File: src/rtl/dmem_access_unit.sv
// MEM-stage data memory access unit: decodes load/store controls, aligns store lanes,
// runs the request/ready handshake with data memory and extends load results.
`timescale 1ns/1ps
module dmem_access_unit #(
  parameter int ADDR_WIDTH     = 30,
  parameter int TIMEOUT_CYCLES = 64
) (
  input  logic                  CLK,
  input  logic                  RESET,
  input  logic [31:0]           MEM_ALU_OUT,
  input  logic [31:0]           MEM_REG_DATA2,
  input  logic [3:0]            MEM_DATA_MEM_READ,
  input  logic [2:0]            MEM_DATA_MEM_WRITE,
  output logic [31:0]           LOAD_DATA,
  output logic                  BUSYWAIT,
  output logic                  FAULT,
  output logic [1:0]            FAULT_CAUSE,
  output logic [ADDR_WIDTH-1:0] DMEM_ADDR,
  output logic                  DMEM_READ,
  output logic                  DMEM_WRITE,
  output logic [31:0]           DMEM_WRITEDATA,
  output logic [3:0]            DMEM_BYTE_EN,
  input  logic [31:0]           DMEM_READDATA,
  input  logic                  DMEM_READY
);

  typedef enum logic [1:0] {IDLE, ACCESS, DONE} state_t;

  localparam logic [31:0] TO_LIMIT = 32'(TIMEOUT_CYCLES - 1);

  state_t                  state_q, state_d;
  logic [31:0]             load_data_q, load_data_d;
  logic                    fault_q, fault_d;
  logic [1:0]              cause_q, cause_d;
  logic                    rd_q, rd_d, wr_q, wr_d;
  logic [ADDR_WIDTH-1:0]   addr_q, addr_d;
  logic [31:0]             wdata_q, wdata_d;
  logic [3:0]              be_q, be_d;
  logic [31:0]             cnt_q, cnt_d;
  logic [2:0]              f3_q, f3_d;
  logic [1:0]              lane_q, lane_d;

  logic       ld_en, st_en, req, illegal, misaligned;
  logic [2:0] ld_f3;
  logic [1:0] st_f3, size;

  function automatic logic [31:0] load_extend(input logic [31:0] w, input logic [2:0] f3,
                                              input logic [1:0] lane);
    logic [7:0]  b;
    logic [15:0] h;
    b = w[{lane, 3'b000} +: 8];
    h = lane[1] ? w[31:16] : w[15:0];
    case (f3)
      3'b000:  return {{24{b[7]}}, b};
      3'b001:  return {{16{h[15]}}, h};
      3'b100:  return {24'd0, b};
      3'b101:  return {16'd0, h};
      default: return w;
    endcase
  endfunction

  function automatic logic [31:0] store_data(input logic [1:0] sf, input logic [31:0] rs2);
    case (sf)
      2'b00:   return {4{rs2[7:0]}};
      2'b01:   return {2{rs2[15:0]}};
      default: return rs2;
    endcase
  endfunction

  function automatic logic [3:0] store_be(input logic [1:0] sf, input logic [1:0] lane);
    case (sf)
      2'b00:   return 4'b0001 << lane;
      2'b01:   return lane[1] ? 4'b1100 : 4'b0011;
      default: return 4'b1111;
    endcase
  endfunction

  assign ld_en = MEM_DATA_MEM_READ[3];
  assign ld_f3 = MEM_DATA_MEM_READ[2:0];
  assign st_en = MEM_DATA_MEM_WRITE[2];
  assign st_f3 = MEM_DATA_MEM_WRITE[1:0];
  assign req   = ld_en | st_en;
  assign size  = ld_en ? ld_f3[1:0] : st_f3;

  assign illegal = (ld_en & st_en)
                 | (ld_en & ((ld_f3 == 3'b011) | (ld_f3[2:1] == 2'b11)))
                 | (st_en & (st_f3 == 2'b11));
  assign misaligned = ((size == 2'b01) & MEM_ALU_OUT[0])
                    | ((size == 2'b10) & (MEM_ALU_OUT[1:0] != 2'b00));

  always_comb begin
    state_d     = state_q;
    load_data_d = load_data_q;
    fault_d     = fault_q;
    cause_d     = cause_q;
    rd_d        = rd_q;
    wr_d        = wr_q;
    addr_d      = addr_q;
    wdata_d     = wdata_q;
    be_d        = be_q;
    cnt_d       = cnt_q;
    f3_d        = f3_q;
    lane_d      = lane_q;
    case (state_q)
      IDLE: begin
        if (req) begin
          if (illegal || misaligned) begin
            state_d     = DONE;
            fault_d     = 1'b1;
            cause_d     = illegal ? 2'b11 : 2'b01;
            load_data_d = '0;
          end else begin
            state_d = ACCESS;
            addr_d  = MEM_ALU_OUT[ADDR_WIDTH+1:2];
            rd_d    = ld_en;
            wr_d    = st_en;
            be_d    = ld_en ? 4'b1111 : store_be(st_f3, MEM_ALU_OUT[1:0]);
            wdata_d = ld_en ? 32'd0 : store_data(st_f3, MEM_REG_DATA2);
            cnt_d   = '0;
            f3_d    = ld_f3;
            lane_d  = MEM_ALU_OUT[1:0];
          end
        end
      end
      ACCESS: begin
        // READY takes priority over a timeout expiring in the same cycle
        if (DMEM_READY) begin
          state_d = DONE;
          rd_d    = 1'b0;
          wr_d    = 1'b0;
          if (rd_q) load_data_d = load_extend(DMEM_READDATA, f3_q, lane_q);
        end else if ((TIMEOUT_CYCLES != 0) && (cnt_q == TO_LIMIT)) begin
          state_d     = DONE;
          fault_d     = 1'b1;
          cause_d     = 2'b10;
          rd_d        = 1'b0;
          wr_d        = 1'b0;
          load_data_d = '0;
        end else begin
          cnt_d = cnt_q + 32'd1;
        end
      end
      DONE: begin
        state_d = IDLE;
        fault_d = 1'b0;
        cause_d = 2'b00;
      end
      default: state_d = IDLE;
    endcase
  end

  always_ff @(posedge CLK or posedge RESET) begin
    if (RESET) begin
      state_q     <= IDLE;
      load_data_q <= '0;
      fault_q     <= 1'b0;
      cause_q     <= 2'b00;
      rd_q        <= 1'b0;
      wr_q        <= 1'b0;
      addr_q      <= '0;
      wdata_q     <= '0;
      be_q        <= '0;
      cnt_q       <= '0;
      f3_q        <= '0;
      lane_q      <= '0;
    end else begin
      state_q     <= state_d;
      load_data_q <= load_data_d;
      fault_q     <= fault_d;
      cause_q     <= cause_d;
      rd_q        <= rd_d;
      wr_q        <= wr_d;
      addr_q      <= addr_d;
      wdata_q     <= wdata_d;
      be_q        <= be_d;
      cnt_q       <= cnt_d;
      f3_q        <= f3_d;
      lane_q      <= lane_d;
    end
  end

  assign BUSYWAIT       = ((state_q == IDLE) & req) | (state_q == ACCESS);
  assign LOAD_DATA      = load_data_q;
  assign FAULT          = fault_q;
  assign FAULT_CAUSE    = cause_q;
  assign DMEM_ADDR      = addr_q;
  assign DMEM_READ      = rd_q;
  assign DMEM_WRITE     = wr_q;
  assign DMEM_WRITEDATA = wdata_q;
  assign DMEM_BYTE_EN   = be_q;

endmodule
File: config.mk
export PLATFORM = sky130hd
export DESIGN_NAME = dmem_access_unit
export DESIGN_NICKNAME = d
export VERILOG_FILES = /design/src/rtl/dmem_access_unit.sv
export SDC_FILE = /design/constraint.sdc
export NUM_CORES = 1
export LEC_CHECK = 0
export BUFFER_PORTS_ARGS = -buffer_cell sky130_fd_sc_hd__buf_2
export CORE_MARGIN = 10
export CORE_UTILIZATION = 50
export CTS_CLUSTER_SIZE = 14
export DETAILED_ROUTE_END_ITERATION = 12
export PLACE_DENSITY = 0.88
export SYNTH_ARGS = -nofsm -noshare
export SYNTH_HDL_FRONTEND = slang
export SYNTH_SLANG_ARGS = --single-unit
File: constraint.sdc
create_clock -name CLK -period 4.7 [get_ports CLK]
set_input_delay 0.47 -clock CLK [delete_from_list [all_inputs] [get_ports CLK]]
set_output_delay 0.47 -clock CLK [all_outputs]
set_load 0.02 [all_outputs]
# Word-level counts from Yosys, hierarchy flattened
# Index checks and enable logic that the tools add are counted.
dict set report word_totals {
  out_inout_bits 104
  wordCells 103
  reg_bits 142
}
dict set report op_classes {
  eq_ne 20
  bitwise_logic 13
  add_sub_neg 1
  shift 2
  n_mux 42
  n_reduce_logical 13
}
# operator count
set op_table {}
lappend op_table {{$mux 32} 10}
lappend op_table {{$pmux 32 s2} 3}
lappend op_table {{$pmux 32 s4} 1}
lappend op_table {{$add 32x1->32 const B} 1}
lappend op_table {{$eq 32x6->1 const B} 1}
lappend op_table {{$shiftx 32x6->8} 1}
lappend op_table {{$mux 2} 9}
lappend op_table {{$mux 16} 1}
lappend op_table {{$reduce_and 5->1} 3}
lappend op_table {{$ne 2x2->1 const B} 6}
lappend op_table {{$mux 1} 10}
lappend op_table {{$eq 2x2->1 const B} 4}
lappend op_table {{$mux 4} 2}
lappend op_table {{$pmux 4 s2} 1}
lappend op_table {{$and 1x1->1} 6}
lappend op_table {{$eq 2x1->1 const B} 3}
lappend op_table {{$eq 3x3->1 const B} 2}
lappend op_table {{$ne 3x3->1 const B} 2}
lappend op_table {{$or 1x1->1} 6}
lappend op_table {{$pmux 2 s3} 1}
lappend op_table {{$logic_not 2->1} 2}
lappend op_table {{$pmux 1 s2} 2}
lappend op_table {{$pmux 2 s2} 1}
lappend op_table {{$reduce_and 4->1} 1}
lappend op_table {{other kinds (11)} 12}

# Logic depth before layout (Yosys ltp)
# Gate-level depths: netlist of the first run.
dict set report depth {
  depth_word 9
  depth_mapped 11
  ltp_nobuf 8
}

# Worst setup path after synthesis of the first run
# OpenSTA, ideal clock, no wires.
dict set report synth_path {
  path_type {register -> register}
  start {reg cnt_q[0]}
  end {reg load_data_q[0], in the netlist LOAD_DATA[0]}
  path_stages_with_launch 9
  synth_period_minus_slack_ps 2191
  setup_time_ps 125
  arrival_time_ps 2066
  setup_slack_ps 2509
  path_cell_list {dfrtp_1 > ha_1 > and3_1 > nand3_2 > o31ai_4 > o21a_4 > o2111ai_4 > buf_6 > mux2_4}
}
dict set report synth_via {
  elab_chain_len 3
}
# element line
set synth_rtl {}
lappend synth_rtl {{from (decl)} 39} ;# logic [31:0] cnt_q, cnt_d;
lappend synth_rtl {{from (signal assigned)} 176} ;# cnt_q <= cnt_d;
lappend synth_rtl {{$eq 32x6->1} 132} ;# end else if ((TIMEOUT_CYCLES != 0) && (cnt_q == TO_LIMIT)) begin
lappend synth_rtl {{$ne 3x3->1 (no source line)} --}
lappend synth_rtl {{$reduce_and 5->1 (no source line)} --}
lappend synth_rtl {{to (signal assigned)} 168} ;# load_data_q <= load_data_d;
lappend synth_rtl {{to (decl)} 32} ;# logic [31:0] load_data_q, load_data_d;
# No other way between the ends.
# A chain may end at the register's enable or synchronous reset.

# Worst setup path after layout of the first run
dict set report layout_path {
  start {reg state_q[1]}
  end {reg cnt_q[21]}
}
dict set report layout_via {
  elab_chain_len 3
  elab_cells_between_ends 9
}
# element line
set layout_rtl {}
lappend layout_rtl {{from (decl)} 31} ;# state_t state_q, state_d;
lappend layout_rtl {{from (signal assigned)} 167} ;# state_q <= state_d;
lappend layout_rtl {{$eq 2x1->1 / $logic_not 2->1 (equally long branches)} 104} ;# case (state_q)
lappend layout_rtl {{$ne 2x2->1 (no source line) / $reduce_bool 2->1 (equally long branches)} --}
lappend layout_rtl {{$reduce_and 5->1 (no source line)} --}
# Parallel ways exist; a longest one is shown, timed or not.

==> results.ini, run 1 <==
[run_status]
status = completed

[cts]
worst_setup_hold_path_clk_slew_ns = 0.06
cts-htree-levels = 4
cts.repair_timing.setup_buffer_count = 0
ctsLongestPathBuffers = 2
cts_resized = 0
tritoncts_clock_tree = built
clock_root_cell = sky130_fd_sc_hd__clkbuf_16
holdBufCountCts = 0
cts_num_sinks = 142
clk-insertion-delay-late_ns = 0.43
tritoncts.num_buffers = 17

[detailed_routing]
route.final.wire_length_um = 20800
detail_route.wl_per_cell_um = 18.9
num_vias = 6459
drt.antenna.violating_nets = 0
drc_errors = 0
detailedRoute.firstPassIterationCount = 5
viasPerCell = 5.86
first_iter_violations = 438

[synthesis]
synth-seq-cells = 142
netlist_area_um2 = 7390
dominantRegCellSynth = sky130_fd_sc_hd__dfrtp_1
synth.distinct_cells = 58
cell_types_occupying_the_most_area_after_synthesis = sky130_fd_sc_hd__dfrtp_1, sky130_fd_sc_hd__mux2_4, sky130_fd_sc_hd__mux2_1
netlist.area_leader.share_pct = 48.1
yosysMostFrequentCell = sky130_fd_sc_hd__dfrtp_1
synth_nets = 828
syn_area_per_cell_um2 = 10.3
seq_area_frac_synth_pct = 48.1
synth_cells = 718
synth_enable_flop_cells = 0
synth_top_area_cell = sky130_fd_sc_hd__dfrtp_1
yosys-top-cells-count = sky130_fd_sc_hd__dfrtp_1, sky130_fd_sc_hd__nand2_1, sky130_fd_sc_hd__o21ai_0, sky130_fd_sc_hd__o31ai_1
async_flop_share_pct = 100
synth_warnings = 0

[power]
vdd_ir_drop_max_uv = 387
total_power_w = 0.00537
power_leakage_nw = 4.52
power.share.sequential_pct = 35.4
power.internal_w = 0.00315
pwr-share-comb_pct = 40.4
power_per_cell_area_nw_per_um2 = 593
clkPwrFrac_pct = 24.2
switchingPower_w = 0.00222
power_switching_share_pct = 41.3

[floorplanning]
design.portCount = 210
placement_rows = 44
core_region_area_um2 = 14500
die_area_um2 = 20000
initial_util_pct = 50.9
die_width_um = 142
dieHeight_um = 142

[global_route]
first_global_vias = 6464
antenna_found_initial = 1
groute.usage.overall_pct = 20.2
grt_start_max_net_pins = 107
grt_pass1_wl_um = 33400
grt_residual_overflow = 0

[cells_and_area]
finish.net_count = 1015
fillers = 1129
final_layout_size_suffix_gt1_share_pct = 32.1
synthToLayoutAreaGrowth_pct = 22.4
postLayoutCellArea_um2 = 9050
multi_input_logic_area_um2 = 3440
seq_area_um2 = 3550

[sta]
tightestPinTransition_ns = 1.10
period_minus_slack_ns = 2.99
min_period_over_period_pct = 63.7
hold_ws_ns = 0.235
tns_ns = 0
timing_hold_violations_final = 0
rsz0062_at_grt = no
clock-skew-final_ns = 0.0118
report.final.setup_viol = 0
maxClockFrequency_mhz = 334
tightest_slew_margin_relative_to_the_limit_pct = 26.6
max_slew_violation_total_from_the_final_report = 0

[setup_path]
path_max_fanout = 25
critPathSlowestCell = sky130_fd_sc_hd__or4_1
largest_stage_delay_on_the_critical_path_ns = 0.62
cp_data_arrival_time_ns = 3.29
timing.critical_path.cells = inv_1 -> ha_1 -> buf_4 -> inv_1 -> or4_1 -> o211ai_1 -> buf_4 -> o21ai_0 -> o41ai_1
setup.worst_path.start_class = register
crit_path_end_kind = register
critical_path_required_ns = 5.00
timing_worst_setup_path_type = register to register

[placement]
io_buffer_count = 209
placed_area_um2 = 8480
finalWeightedCongestion = 0.841
dpl.hpwl_um = 14800

[run]
cap_viol_max_count = 0

[worst_hold_path]
min-delay-path-class = input port to async pin

[cells in the final DEF, fill, tap and decap left out, types with 28 or more instances in the layout]
| cell type | instances |
|---|---|
| sky130_fd_sc_hd__o31ai_1 | 40 |
| sky130_fd_sc_hd__inv_1 | 37 |
| sky130_fd_sc_hd__mux2_1 | 34 |
| sky130_fd_sc_hd__dfrtp_1 | 142 |
| sky130_fd_sc_hd__mux2i_1 | 28 |
| sky130_fd_sc_hd__o21ai_0 | 44 |
| sky130_fd_sc_hd__mux2_4 | 30 |
| sky130_fd_sc_hd__buf_2 | 209 |
| sky130_fd_sc_hd__nor2_1 | 38 |
| sky130_fd_sc_hd__a21oi_1 | 31 |
| sky130_fd_sc_hd__nand2_1 | 79 |
[critical path, delay by kind of cell (launching register included)]
kind	cells	cell delay [ns]
buffers and inverters	4	1.08
adder cells (fa/ha/maj)	1	0.22
flip-flops	1	0.39
AND/OR/NAND/NOR	1	0.62
AO/OA/AOI/OAI	3	0.53
[area by class of cell]
type / count / share of cell area [%]
inverters: 38 / 1.63
flip-flops and latches: 142 / 39.3
clock inverters: 13 / 1.48
diodes: 1 / 0.0277
clock buffers: 18 / 4.74
multi-input cells: 489 / 38.1
repair buffers: 217 / 12.2
well taps: 184 / 2.54
[flip-flops by register name, summed over array words and instances (netlist names)]
register	flops
f3_q	3
FAULT	1
state_q	2
DMEM_WRITE	1
DMEM_READ	1
DMEM_BYTE_EN	4
LOAD_DATA	32
DMEM_WRITEDATA	32
DMEM_ADDR	30
cnt_q	32
lane_q	2
FAULT_CAUSE	2
[power groups by stage]
stage	clock [W]	sequential, W	combinational (W)
6_report	0.00130	0.00190	0.00217
5_1_grt	0.00137	0.00195	0.00235
4_1_cts	0.00131	0.00189	0.00218
3_5_place_dp	0	0.00191	0.00217
3_3_place_gp	0	0.00189	0.00211
2_1_floorplan	0	0.00226	0.00111
[cell families after synthesis]
logic type | after synthesis | synth area share, %
buffers and inverters | 87 | 5.38
XOR/XNOR | 3 | 0.356
flip-flops | 142 | 48.1
multiplexers | 97 | 16.0
AO/OA/AOI/OAI | 189 | 16.9
adder cells (fa/ha/maj) | 4 | 0.677
AND/OR/NAND/NOR | 196 | 12.7
[through the flow]
| step | cells | utilization (%) | setup slack (ns) |
|---|---|---|---|
| after CTS | 1101 | 62.2 | 1.78 |
| after global routing | 1101 | 62.2 | 1.55 |
| after detailed placement | 1070 | 58.4 | 1.65 |
| final | 1102 | 62.3 | 1.71 |
| after global placement | 1070 | 58.4 | 1.69 |
| after floorplan | 718 | - | 0.420 |
[layer usage]
layer	part of all wire [%]	routed length (um)	vias to the layer above	track usage, %
met3	10	2140	53	7.98
met1	40	8360	3107	24.3
met5	0	0	-	0
li1	-	-	2962	-
met2	47	9810	337	32.2
met4	2.6	532	0	6.62
[path summary, 6_finish.rpt]
kind,from,endpoint,slack [ns],depth (start not counted)
max in group asynchronous,RESET,DMEM_WRITEDATA[6],3.40,3
worst max-delay path,state_q[1],cnt_q[21],1.71,9
worst min-delay path,RESET,DMEM_ADDR[23],0.23,2
min in group CLK,MEM_ALU_OUT[8],DMEM_ADDR[6],0.25,2
worst max register to register,state_q[1],cnt_q[21],1.71,9
worst min register to register,DMEM_WRITEDATA[15],DMEM_WRITEDATA[15],0.48,2
Note: power is estimated with default switching activity, not from simulation.
==> run 2: changes to the inputs <==
clock period = 3.1 ns   (was 4.7 ns; I/O delays follow)
==> run 2 against run 1 <==
  * Non-clock buffer count rose by 8
  * Flip-flop and latch count did not move
  * Power rose by 49%
  * Critical path type unchanged
  * Highest routed layer unchanged
==> results.ini, run 2 (synthesis results as in run 1) <==
[cts]
worst_setup_hold_path_clk_slew_ns = 0.06  ; about the same
cts.repair_timing.setup_buffer_count = 0  ; unchanged
tritoncts.num_buffers = 17  ; unchanged
clock_root_cell = sky130_fd_sc_hd__clkbuf_16  ; unchanged
cts_num_sinks = 142  ; unchanged
cts_resized = 0  ; unchanged
clk-insertion-delay-late_ns = 0.42  ; was 0.43 ns
ctsLongestPathBuffers = 2  ; unchanged
cts-htree-levels = 4  ; unchanged
tritoncts_clock_tree = built  ; unchanged

[detailed_routing]
first_iter_violations = 488  ; was 438
detailedRoute.firstPassIterationCount = 5  ; unchanged
num_vias = 6270  ; was 6,459
drt.antenna.violating_nets = 0  ; unchanged
viasPerCell = 5.65  ; was 5.86
route.final.wire_length_um = 19900  ; was 20,800 um
drc_errors = 0  ; unchanged
detail_route.wl_per_cell_um = 17.9  ; was 18.9 um

[global_route]
grt_residual_overflow = 0  ; unchanged
antenna_found_initial = 0  ; was 1
first_global_vias = 6111  ; was 6,464
grt_start_max_net_pins = 124  ; was 107
groute.usage.overall_pct = 18.9  ; was 20.2%
grt_pass1_wl_um = 31500  ; was 33,400 um

[sta]
tightestPinTransition_ns = 0.883  ; was 1.10 ns
tns_ns = 0  ; unchanged
rsz0062_at_grt = no  ; unchanged
maxClockFrequency_mhz = 415  ; was 334 MHz
timing_hold_violations_final = 0  ; unchanged
max_slew_violation_total_from_the_final_report = 0  ; unchanged
report.final.setup_viol = 0  ; unchanged
period_minus_slack_ns = 2.41  ; was 2.99 ns
clock-skew-final_ns = 0.00884  ; was 0.0118 ns
min_period_over_period_pct = 77.8  ; was 63.7%
tightest_slew_margin_relative_to_the_limit_pct = 40.9  ; was 26.6%

[power]
vdd_ir_drop_max_uv = 492  ; was 387 uV
clkPwrFrac_pct = 22.6  ; was 24.2%
total_power_w = 0.00799  ; was 0.00537 W
power.share.sequential_pct = 34.9  ; was 35.4%
power_per_cell_area_nw_per_um2 = 878  ; was 593 nW/um2
power_leakage_nw = 4.54  ; was 4.52 nW
power_switching_share_pct = 40.9  ; was 41.3%
switchingPower_w = 0.00327  ; was 0.00222 W
pwr-share-comb_pct = 42.5  ; was 40.4%
power.internal_w = 0.00472  ; was 0.00315 W

[placement]
io_buffer_count = 209  ; unchanged
dpl.hpwl_um = 14700  ; was 14,800 um
finalWeightedCongestion = 0.910  ; was 0.841

[setup_path]
critical_path_required_ns = 3.41  ; was 5.00 ns
cp_data_arrival_time_ns = 2.72  ; was 3.29 ns
timing_worst_setup_path_type = register to register  ; unchanged
path_max_fanout = 32  ; was 25
setup.worst_path.start_class = register  ; unchanged
crit_path_end_kind = register  ; unchanged

[cells_and_area]
ant_diodes = 0  ; was 1
finish.net_count = 1023  ; was 1,015
synthToLayoutAreaGrowth_pct = 23.2  ; was 22.4%
final_common_cell = sky130_fd_sc_hd__buf_2  ; unchanged
fillers = 1129  ; unchanged
final_layout_size_suffix_gt1_share_pct = 32.5  ; was 32.1%
layout.cells.most_common_list = sky130_fd_sc_hd__buf_2, sky130_fd_sc_hd__dfrtp_1, sky130_fd_sc_hd__nand2_1  ; unchanged

[floorplanning]
placement_rows = 44  ; unchanged
design.portCount = 210  ; unchanged
core_region_area_um2 = 14500  ; unchanged
die_width_um = 142  ; unchanged
dieHeight_um = 142  ; unchanged
die_area_um2 = 20000  ; unchanged
initial_util_pct = 50.9  ; unchanged

[run]
cap_viol_max_count = 0  ; unchanged

[run_status]
status = completed  ; unchanged

[worst_hold_path]
min-delay-path-class = input port to register  ; was input port to async pin

[run 2: cell types whose count changed in the layout (fill, tap and decap cells not counted), sizes merged]
cell	delta
inv	-5
dlygate4sd3	+1
clkinvlp	+4
clkbuf	+1
diode	-1
bufinv	-1
buf	+7
clkinv	+2
[run 2: layer usage]
| layer | track usage [%] | vias to the layer above | routed length (um) |
|---|---|---|---|
| met5 | 0 | - | 0 |
| met4 | 5.16 | 0 | 233 |
| met3 | 6.98 | 23 | 1760 |
| met2 | 30.2 | 257 | 9410 |
| met1 | 23.5 | 3012 | 8450 |
| li1 | - | 2978 | - |
[run 2: layout make-up]
cell class                 count  area, um2  share of cell area, %
clock buffer                  19        433                   4.75
inverter                      38        146                   1.61
timing repair buffer         225       1210                   13.2
multi-input combinational    489       3440                   37.8
tap                          184        230                   2.53
sequential                   142       3550                   39.0
clock inverter                13       92.6                   1.02
[run 2: final timing paths]
path                              startpoint            endpoint  slack [ns]  depth (start not counted)
setup / recovery                    cnt_q[0]           cnt_q[28]        0.69                          8
max in group asynchronous              RESET  DMEM_WRITEDATA[20]        1.64                          4
setup reg to reg                    cnt_q[0]           cnt_q[28]        0.69                          8
min in group asynchronous              RESET       DMEM_ADDR[29]        0.47                          3
hold reg to reg            DMEM_WRITEDATA[6]   DMEM_WRITEDATA[6]        0.47                          2
hold / removal               MEM_ALU_OUT[27]       DMEM_ADDR[25]        0.10                          2
[run 2: critical path: stages (launching register included)]
cell and delay [ns]:
sky130_fd_sc_hd__dfrtp_1 0.39, sky130_fd_sc_hd__ha_1 0.24, sky130_fd_sc_hd__and3_1 0.28, sky130_fd_sc_hd__nand3_2 0.16, sky130_fd_sc_hd__or4_1 0.52, sky130_fd_sc_hd__o211ai_1 0.12
sky130_fd_sc_hd__buf_4 0.33, sky130_fd_sc_hd__o21ai_0 0.17, sky130_fd_sc_hd__o31ai_1 0.10
[run 2: through the flow]
step / hold slack, ns / utilization [%] / instance area (um2) / setup slack (ns) / instances
after floorplan: 0.442 / - / 7390 / 0.909 / 718
after global placement: 0.347 / 59.0 / 8570 / 0.729 / 1077
after global routing: 0.0872 / 62.7 / 9110 / 0.564 / 1110
final: 0.103 / 62.7 / 9110 / 0.688 / 1110
after detailed placement: 0.351 / 59.0 / 8570 / 0.682 / 1077
after CTS: 0.0838 / 62.7 / 9110 / 0.714 / 1110
[run 2: repair_timing]
item | CTS | global route
setup endpoints to repair | 0 | 0
endpoints found under the hold margin | 19 | 0
hold buffers | 1 | 0
[run 2: power by group through the flow]
stage          Combinational (W)  Sequential, W  Clock (W)
6_report                 0.00340        0.00279    0.00181
3_5_place_dp             0.00342        0.00281          0
4_1_cts                  0.00343        0.00279    0.00184
3_3_place_gp             0.00334        0.00277          0
5_1_grt                  0.00368        0.00285    0.00193
2_1_floorplan            0.00169        0.00343          0
